===== src/rtl/rr_reg_arbiter_if.sv =====
// Bundle of requester-side and downstream-side handshake signals for
// rr_reg_arbiter. The master side drives requests and the downstream accept,
// and the slave side (the arbiter) drives grants, the output register and
// the transfer count.
interface rr_reg_arbiter_if #(
  parameter int NUM_REQ    = 4,
  parameter int DATA_WIDTH = 8,
  parameter int CNT_WIDTH  = 16
);
  localparam int SRC_WIDTH = $clog2(NUM_REQ);

  logic [NUM_REQ-1:0]            req_valid;
  logic [NUM_REQ*DATA_WIDTH-1:0] req_data;
  logic [NUM_REQ-1:0]            req_ready;
  logic                          out_valid;
  logic [DATA_WIDTH-1:0]         out_data;
  logic [SRC_WIDTH-1:0]          out_src;
  logic                          out_ready;
  logic [CNT_WIDTH-1:0]          xfer_count;

  // Requesters plus downstream consumer.
  modport master (
    output req_valid,
    output req_data,
    input  req_ready,
    input  out_valid,
    input  out_data,
    input  out_src,
    output out_ready,
    input  xfer_count
  );

  // The arbiter itself.
  modport slave (
    input  req_valid,
    input  req_data,
    output req_ready,
    output out_valid,
    output out_data,
    output out_src,
    input  out_ready,
    output xfer_count
  );
endinterface


===== src/rtl/rr_reg_arbiter.sv =====
// Round-robin arbiter feeding a single-entry output register.
// Requesters are searched starting at the priority pointer and wrapping
// around; the winner is granted whenever the register is empty or is being
// drained in the same cycle, giving one transfer per cycle with no bubbles.
// The pointer advances past the winner only on an accept, so idle cycles and
// stalls never shift priority. rst_n is active-high and asynchronous.
module rr_reg_arbiter #(
  parameter int NUM_REQ    = 4,
  parameter int DATA_WIDTH = 8,
  parameter int CNT_WIDTH  = 16,
  localparam int SRC_WIDTH = $clog2(NUM_REQ)
) (
  input logic             clk,
  input logic             rst_n,
  rr_reg_arbiter_if.slave bus
);

  localparam logic [0:0] ST_EMPTY = 1'b0;
  localparam logic [0:0] ST_FULL  = 1'b1;

  localparam logic [SRC_WIDTH-1:0] LAST_IDX = SRC_WIDTH'(NUM_REQ - 1);

  // Registered state.
  logic [0:0]            state_q, state_d;
  logic [SRC_WIDTH-1:0]  ptr_q,   ptr_d;
  logic [DATA_WIDTH-1:0] data_q,  data_d;
  logic [SRC_WIDTH-1:0]  src_q,   src_d;
  logic [CNT_WIDTH-1:0]  cnt_q,   cnt_d;

  // Requester words unpacked from the flat bus.
  logic [DATA_WIDTH-1:0] req_word [NUM_REQ];

  // Requests at or above the pointer take precedence over the wrapped ones.
  logic [NUM_REQ-1:0]    upper_mask;
  logic [NUM_REQ-1:0]    upper_req;

  logic                  upper_found;
  logic [SRC_WIDTH-1:0]  upper_idx;
  logic                  any_found;
  logic [SRC_WIDTH-1:0]  any_idx;

  logic                  winner_valid;
  logic [SRC_WIDTH-1:0]  winner_idx;
  logic                  can_accept;
  logic                  grant;

  genvar gi;
  generate
    for (gi = 0; gi < NUM_REQ; gi++) begin : g_req
      assign req_word[gi]   = bus.req_data[gi*DATA_WIDTH +: DATA_WIDTH];
      assign upper_mask[gi] = (gi >= int'(ptr_q));
      // Grant is one-hot on the winner and suppressed while reset is held.
      assign bus.req_ready[gi] = grant && (winner_idx == SRC_WIDTH'(gi));
    end
  endgenerate

  assign upper_req = bus.req_valid & upper_mask;

  // Lowest-index set bit in the upper (pointer and above) group and overall;
  // scanning downward lets the lowest index overwrite any higher match.
  always_comb begin
    upper_found = 1'b0;
    upper_idx   = '0;
    any_found   = 1'b0;
    any_idx     = '0;
    for (int i = NUM_REQ - 1; i >= 0; i--) begin
      if (upper_req[i]) begin
        upper_found = 1'b1;
        upper_idx   = SRC_WIDTH'(i);
      end
      if (bus.req_valid[i]) begin
        any_found = 1'b1;
        any_idx   = SRC_WIDTH'(i);
      end
    end
  end

  // If nothing is pending from the pointer upward, the search wraps to the
  // lowest valid index below the pointer.
  assign winner_valid = any_found;
  assign winner_idx   = upper_found ? upper_idx : any_idx;

  // The register can take new data when empty or when it drains this cycle.
  assign can_accept = (state_q == ST_EMPTY) || bus.out_ready;
  assign grant      = winner_valid && can_accept && !rst_n;

  // Next-state: load on accept, otherwise empty out on a drain-only cycle.
  always_comb begin
    state_d = state_q;
    ptr_d   = ptr_q;
    data_d  = data_q;
    src_d   = src_q;
    cnt_d   = cnt_q;
    if (grant) begin
      state_d = ST_FULL;
      data_d  = req_word[winner_idx];
      src_d   = winner_idx;
      ptr_d   = (winner_idx == LAST_IDX) ? '0 : winner_idx + 1'b1;
      cnt_d   = cnt_q + 1'b1;
    end else if ((state_q == ST_FULL) && bus.out_ready) begin
      state_d = ST_EMPTY;
    end
  end

  // State registers; reset clears everything immediately and discards any
  // word waiting in the output register.
  always_ff @(posedge clk or posedge rst_n) begin
    if (rst_n) begin
      state_q <= ST_EMPTY;
      ptr_q   <= '0;
      data_q  <= '0;
      src_q   <= '0;
      cnt_q   <= '0;
    end else begin
      state_q <= state_d;
      ptr_q   <= ptr_d;
      data_q  <= data_d;
      src_q   <= src_d;
      cnt_q   <= cnt_d;
    end
  end

  assign bus.out_valid  = (state_q == ST_FULL);
  assign bus.out_data   = data_q;
  assign bus.out_src    = src_q;
  assign bus.xfer_count = cnt_q;

endmodule


===== src/flat_wrapper.sv =====
// flat-port wrapper written by rule: the top's interface ports become plain ports
module rr_reg_arbiter_flat 
#(
  parameter int NUM_REQ    = 4,
  parameter int DATA_WIDTH = 8,
  parameter int CNT_WIDTH  = 16,
  localparam int SRC_WIDTH = $clog2(NUM_REQ)
)
  (clk, rst_n, bus_req_valid, bus_req_data, bus_req_ready, bus_out_valid, bus_out_data, bus_out_src, bus_out_ready, bus_xfer_count);
  rr_reg_arbiter_if #(.NUM_REQ(NUM_REQ), .DATA_WIDTH(DATA_WIDTH), .CNT_WIDTH(CNT_WIDTH)) bus_i ();
  input logic clk;
  input logic rst_n;
  input wire logic [$bits(bus_i.req_valid)-1:0] bus_req_valid;
  input wire logic [$bits(bus_i.req_data)-1:0] bus_req_data;
  output wire logic [$bits(bus_i.req_ready)-1:0] bus_req_ready;
  output wire logic [$bits(bus_i.out_valid)-1:0] bus_out_valid;
  output wire logic [$bits(bus_i.out_data)-1:0] bus_out_data;
  output wire logic [$bits(bus_i.out_src)-1:0] bus_out_src;
  input wire logic [$bits(bus_i.out_ready)-1:0] bus_out_ready;
  output wire logic [$bits(bus_i.xfer_count)-1:0] bus_xfer_count;
  assign bus_i.req_valid = bus_req_valid;
  assign bus_i.req_data = bus_req_data;
  assign bus_req_ready = bus_i.req_ready;
  assign bus_out_valid = bus_i.out_valid;
  assign bus_out_data = bus_i.out_data;
  assign bus_out_src = bus_i.out_src;
  assign bus_i.out_ready = bus_out_ready;
  assign bus_xfer_count = bus_i.xfer_count;
  rr_reg_arbiter #(.NUM_REQ(NUM_REQ), .DATA_WIDTH(DATA_WIDTH), .CNT_WIDTH(CNT_WIDTH)) u_core (.clk(clk), .rst_n(rst_n), .bus(bus_i));
endmodule

===== config.mk =====
export PLATFORM = sky130hd
export DESIGN_NAME = rr_reg_arbiter_flat
export DESIGN_NICKNAME = d
export VERILOG_FILES = /design/src/rtl/rr_reg_arbiter_if.sv /design/src/rtl/rr_reg_arbiter.sv /design/src/flat_wrapper.sv
export SDC_FILE = /design/constraint.sdc
export NUM_CORES = 1
export LEC_CHECK = 0
export CAP_MARGIN = 20
export CORE_ASPECT_RATIO = 1.75
export CORE_MARGIN = 2
export CORE_UTILIZATION = 45
export CTS_CLUSTER_DIAMETER = 80
export DETAILED_ROUTE_END_ITERATION = 7
export PLACE_DENSITY = 0.94
export SLEW_MARGIN = 10
export SYNTH_ARGS = -nofsm -noshare
export SYNTH_HDL_FRONTEND = slang
export SYNTH_SLANG_ARGS = --single-unit

===== constraint.sdc =====
create_clock -name clk -period 4.53 [get_ports clk]
set_input_delay 0.453 -clock clk [delete_from_list [all_inputs] [get_ports clk]]
set_output_delay 0.453 -clock clk [all_outputs]
set_load 0.005 [all_outputs]

==> impl_results.md <==
* Die Span Y at 83.7 um
* Crit end category: primary output
* DR vias/cell at 5.23
* Die width at roughly 50 um
* PD cells at 405 nW/um^2
* RSZ-0062 raised after global routing: false
* Final worst slack at 1.41 ns
* Placed insts at 261
* Final hold slack at 0.474 ns
* CP Class: primary input to primary output
* Sink Count at 29
* Clock skew at roughly 0.0055 ns
* Synth top area share at approximately 44%
* Vias in the first global route at between 1500 and 2000
* CTS tree: yes
* Routability cong. at 0.704
* Post-route cell area at 2460 sq um
* Port bufs at 69
* Startpoint Class: primary input
* Initial antenna violation count at 0
* Count of unique library cells instantiated by Yosys at 32
* I/O pin total at 70
* Setup slack at placement at 1.41 ns
* CTS clock-pin slew for the worst setup and hold paths at roughly 0.05 ns
* TritonRoute pass-1 iters at 4
* Ant diodes at 0
* Avg Inst Size Synth at 10.7 sq um
* #FFs+latches synth at 29
* Max IR drop VDD at 311 uV
* Routed wire length per instance at 15.3 um
* Setup bufs post-CTS at 0
* Clk root buf: clkbuf_8
* Number of hold buffers added after cts at 0
* Final Max Slew Viols at 0
* Fin Setup TNS at 0 ns
* H-tree depth at 2
* Synth Instances at 152
* YS warnings at 0
* Clock Tree Buf Depth at 2
* Fin crit share at 68.9%
* First-pass GRT wire length at 6990 um
* Endpoints failing setup at 0
* Final Util at between 60% and 70%
* Max Clock Freq at 321 MHz
* Synthesized Nets at 196
* Hold Crit Class: flip-flop to flip-flop
* GR Overflow Total at 0
* Post-CTS resize count at 0
* Via count at about 1400
* CP Data Required Time at between 4 and 5 ns
* Sequential element share of the synthesized area at about 44%
* Core area at roughly 3600 sq um
* CP arrival at 2.67 ns
* Antenna viol nets, final at 0
* Measured slew at the worst slew-check pin at 0.684 ns
* Largest net degree at the start of global routing at 30
* Crit Path Max Fanout at 11
* Drt drc at 0
* Rel. slew slack at 54.4%
* Row count at 29
* Synth area leaders: dfrtp_1 (44%), mux2i_1 (11%), xnor2_1 (8.0%), o221ai_2 (7.4%), nand2_1 (4.8%)
* Finished Layout Cells at 269
* MaxCap Viol Count at 0
* Worst r2r path cells at 5
* Min Tclk post-route at 3.12 ns
* Synth Cell Area at between 1500 and 2000 sq um
* Status: completed
* Post-Route WL at roughly 4100 um
* Placed Area at around 2400 sq um
* Dpl hpwl at approximately 3200 um
* Drt first-iter violations at 15
* Starting density of the core at 45.9%
* WHS Path Cells at 1
* Post-synth top area cell: dfrtp_1
* Num CTS Buffers at 5
* GRT Total Usage at ~22%
* Nets@finish at approximately 270
* Lkg Pwr at 1.04 nW
* Share of layout cells above drive strength 1 at a little under a tenth
* Final Hold Fails at 0
* Total power at 0.998 mW
* Die area at between 4000 and 5000 sq um
* Synth-to-Final Area Change at 50.8%
* Clock Latency Late Sink at about 0.27 ns
* Fillers at 295
-- critical path, stage by stage --
cell and delay (ns):
clkdlybuf4s50_1 0.53, mux2i_1 0.14, a221oi_4 0.66, ha_1 0.27, and2_1 0.12, clkdlybuf4s50_1 0.49
-- cells in the mapped netlist (all sizes together) --
master,instances
clkbuf,2
nand4,7
o221ai,8
nor2b,1
o22ai,1
inv,4
nand3,7
nor4,2
nand2,21
and3,2
or3,2
a21boi,1
buf,7
a221oi,1
nor3,2
or2,1
ha,5
xnor2,15
o21bai,1
and2,5
a21oi,1
mux2i,18
and3b,1
o21ai,2
nor2,4
dfrtp,29
o21a,1
and4,1
-- layout by cell type (no fill, tap or decap) --
| cell | n |
|---|---|
| a21boi_0 | 1 |
| a21oi_1 | 1 |
| a221oi_4 | 1 |
| and2_1 | 5 |
| and3_1 | 2 |
| and3b_1 | 1 |
| and4_1 | 1 |
| buf_4 | 3 |
| buf_8 | 1 |
| clkbuf_1 | 1 |
| clkbuf_8 | 6 |
| clkdlybuf4s50_1 | 69 |
| dfrtp_1 | 29 |
| ha_1 | 5 |
| inv_1 | 3 |
| inv_2 | 1 |
| mux2i_1 | 18 |
| nand2_1 | 21 |
| nand3_1 | 7 |
| nand4_1 | 7 |
| nor2_1 | 4 |
| nor2b_1 | 1 |
| nor3_1 | 2 |
| nor4_1 | 2 |
| o21a_1 | 1 |
| o21ai_1 | 1 |
| o21ai_2 | 1 |
| o21bai_1 | 1 |
| o221ai_2 | 8 |
| o22ai_1 | 1 |
| or2_1 | 1 |
| or3_1 | 2 |
| xnor2_1 | 15 |
-- cells by family after synthesis --
| logic type | Yosys count | synth area share (%) |
|---|---|---|
| buffers and inverters | 13 | 4.60 |
| AO/OA/AOI/OAI | 16 | 10.8 |
| AND/OR/NAND/NOR | 56 | 17.2 |
| adder cells (fa/ha/maj) | 5 | 3.83 |
| XOR/XNOR | 15 | 8.05 |
| multiplexers | 18 | 11.0 |
| flip-flops | 29 | 44.4 |
-- layout make-up --
| cell class | count | area, sq um | share of cell area (%) |
|---|---|---|---|
| Multi-Input combinational cell | 110 | 850 | 34.5 |
| Clock buffer | 7 | 86.3 | 3.51 |
| Sequential cell | 29 | 726 | 29.5 |
| Inverter | 4 | 15.0 | 0.610 |
| Tap cell | 46 | 57.6 | 2.34 |
| Timing Repair Buffer | 73 | 728 | 29.6 |
-- routing by layer --
| metal | wire (um) | share of wire, % | vias up | GRT usage (%) |
|---|---|---|---|---|
| li1 | - | - | 680 | - |
| met1 | 1590 | 39 | 672 | 23.5 |
| met2 | 2160 | 52 | 51 | 37.6 |
| met3 | 321 | 7.8 | 5 | 6.63 |
| met4 | 59 | 1.4 | 0 | 9.09 |
| met5 | 0 | 0 | - | 0 |
-- state kept, by name (all words and copies together) (netlist names) --
register and cells:
u_core.bus.out_data 8, u_core.bus.xfer_count 16, u_core.bus.out_valid 1, u_core.ptr_q 2
u_core.bus.out_src 2
-- final timing paths --
| path | start | endpoint | slack (ns) |
|---|---|---|---|
| max | bus_req_valid[1] | bus_req_ready[3] | 1.41 |
| min | u_core.bus.xfer_count[15] | u_core.bus.xfer_count[15] | 0.47 |
| max reg2reg | u_core.ptr_q[1] | u_core.bus.out_data[7] | 2.36 |
| min reg2reg | u_core.bus.xfer_count[15] | u_core.bus.xfer_count[15] | 0.47 |
| max in group asynchronous | rst_n | u_core.bus.xfer_count[15] | 3.38 |
| min in group asynchronous | rst_n | u_core.bus.out_valid | 0.64 |
-- where the power goes --
group	internal [mW]	switching, mW
sequential	0.322	0.0576
combinational	0.237	0.176
clock	0.120	0.0859
total	0.679	0.320
(Power assumes the default switching activity.)
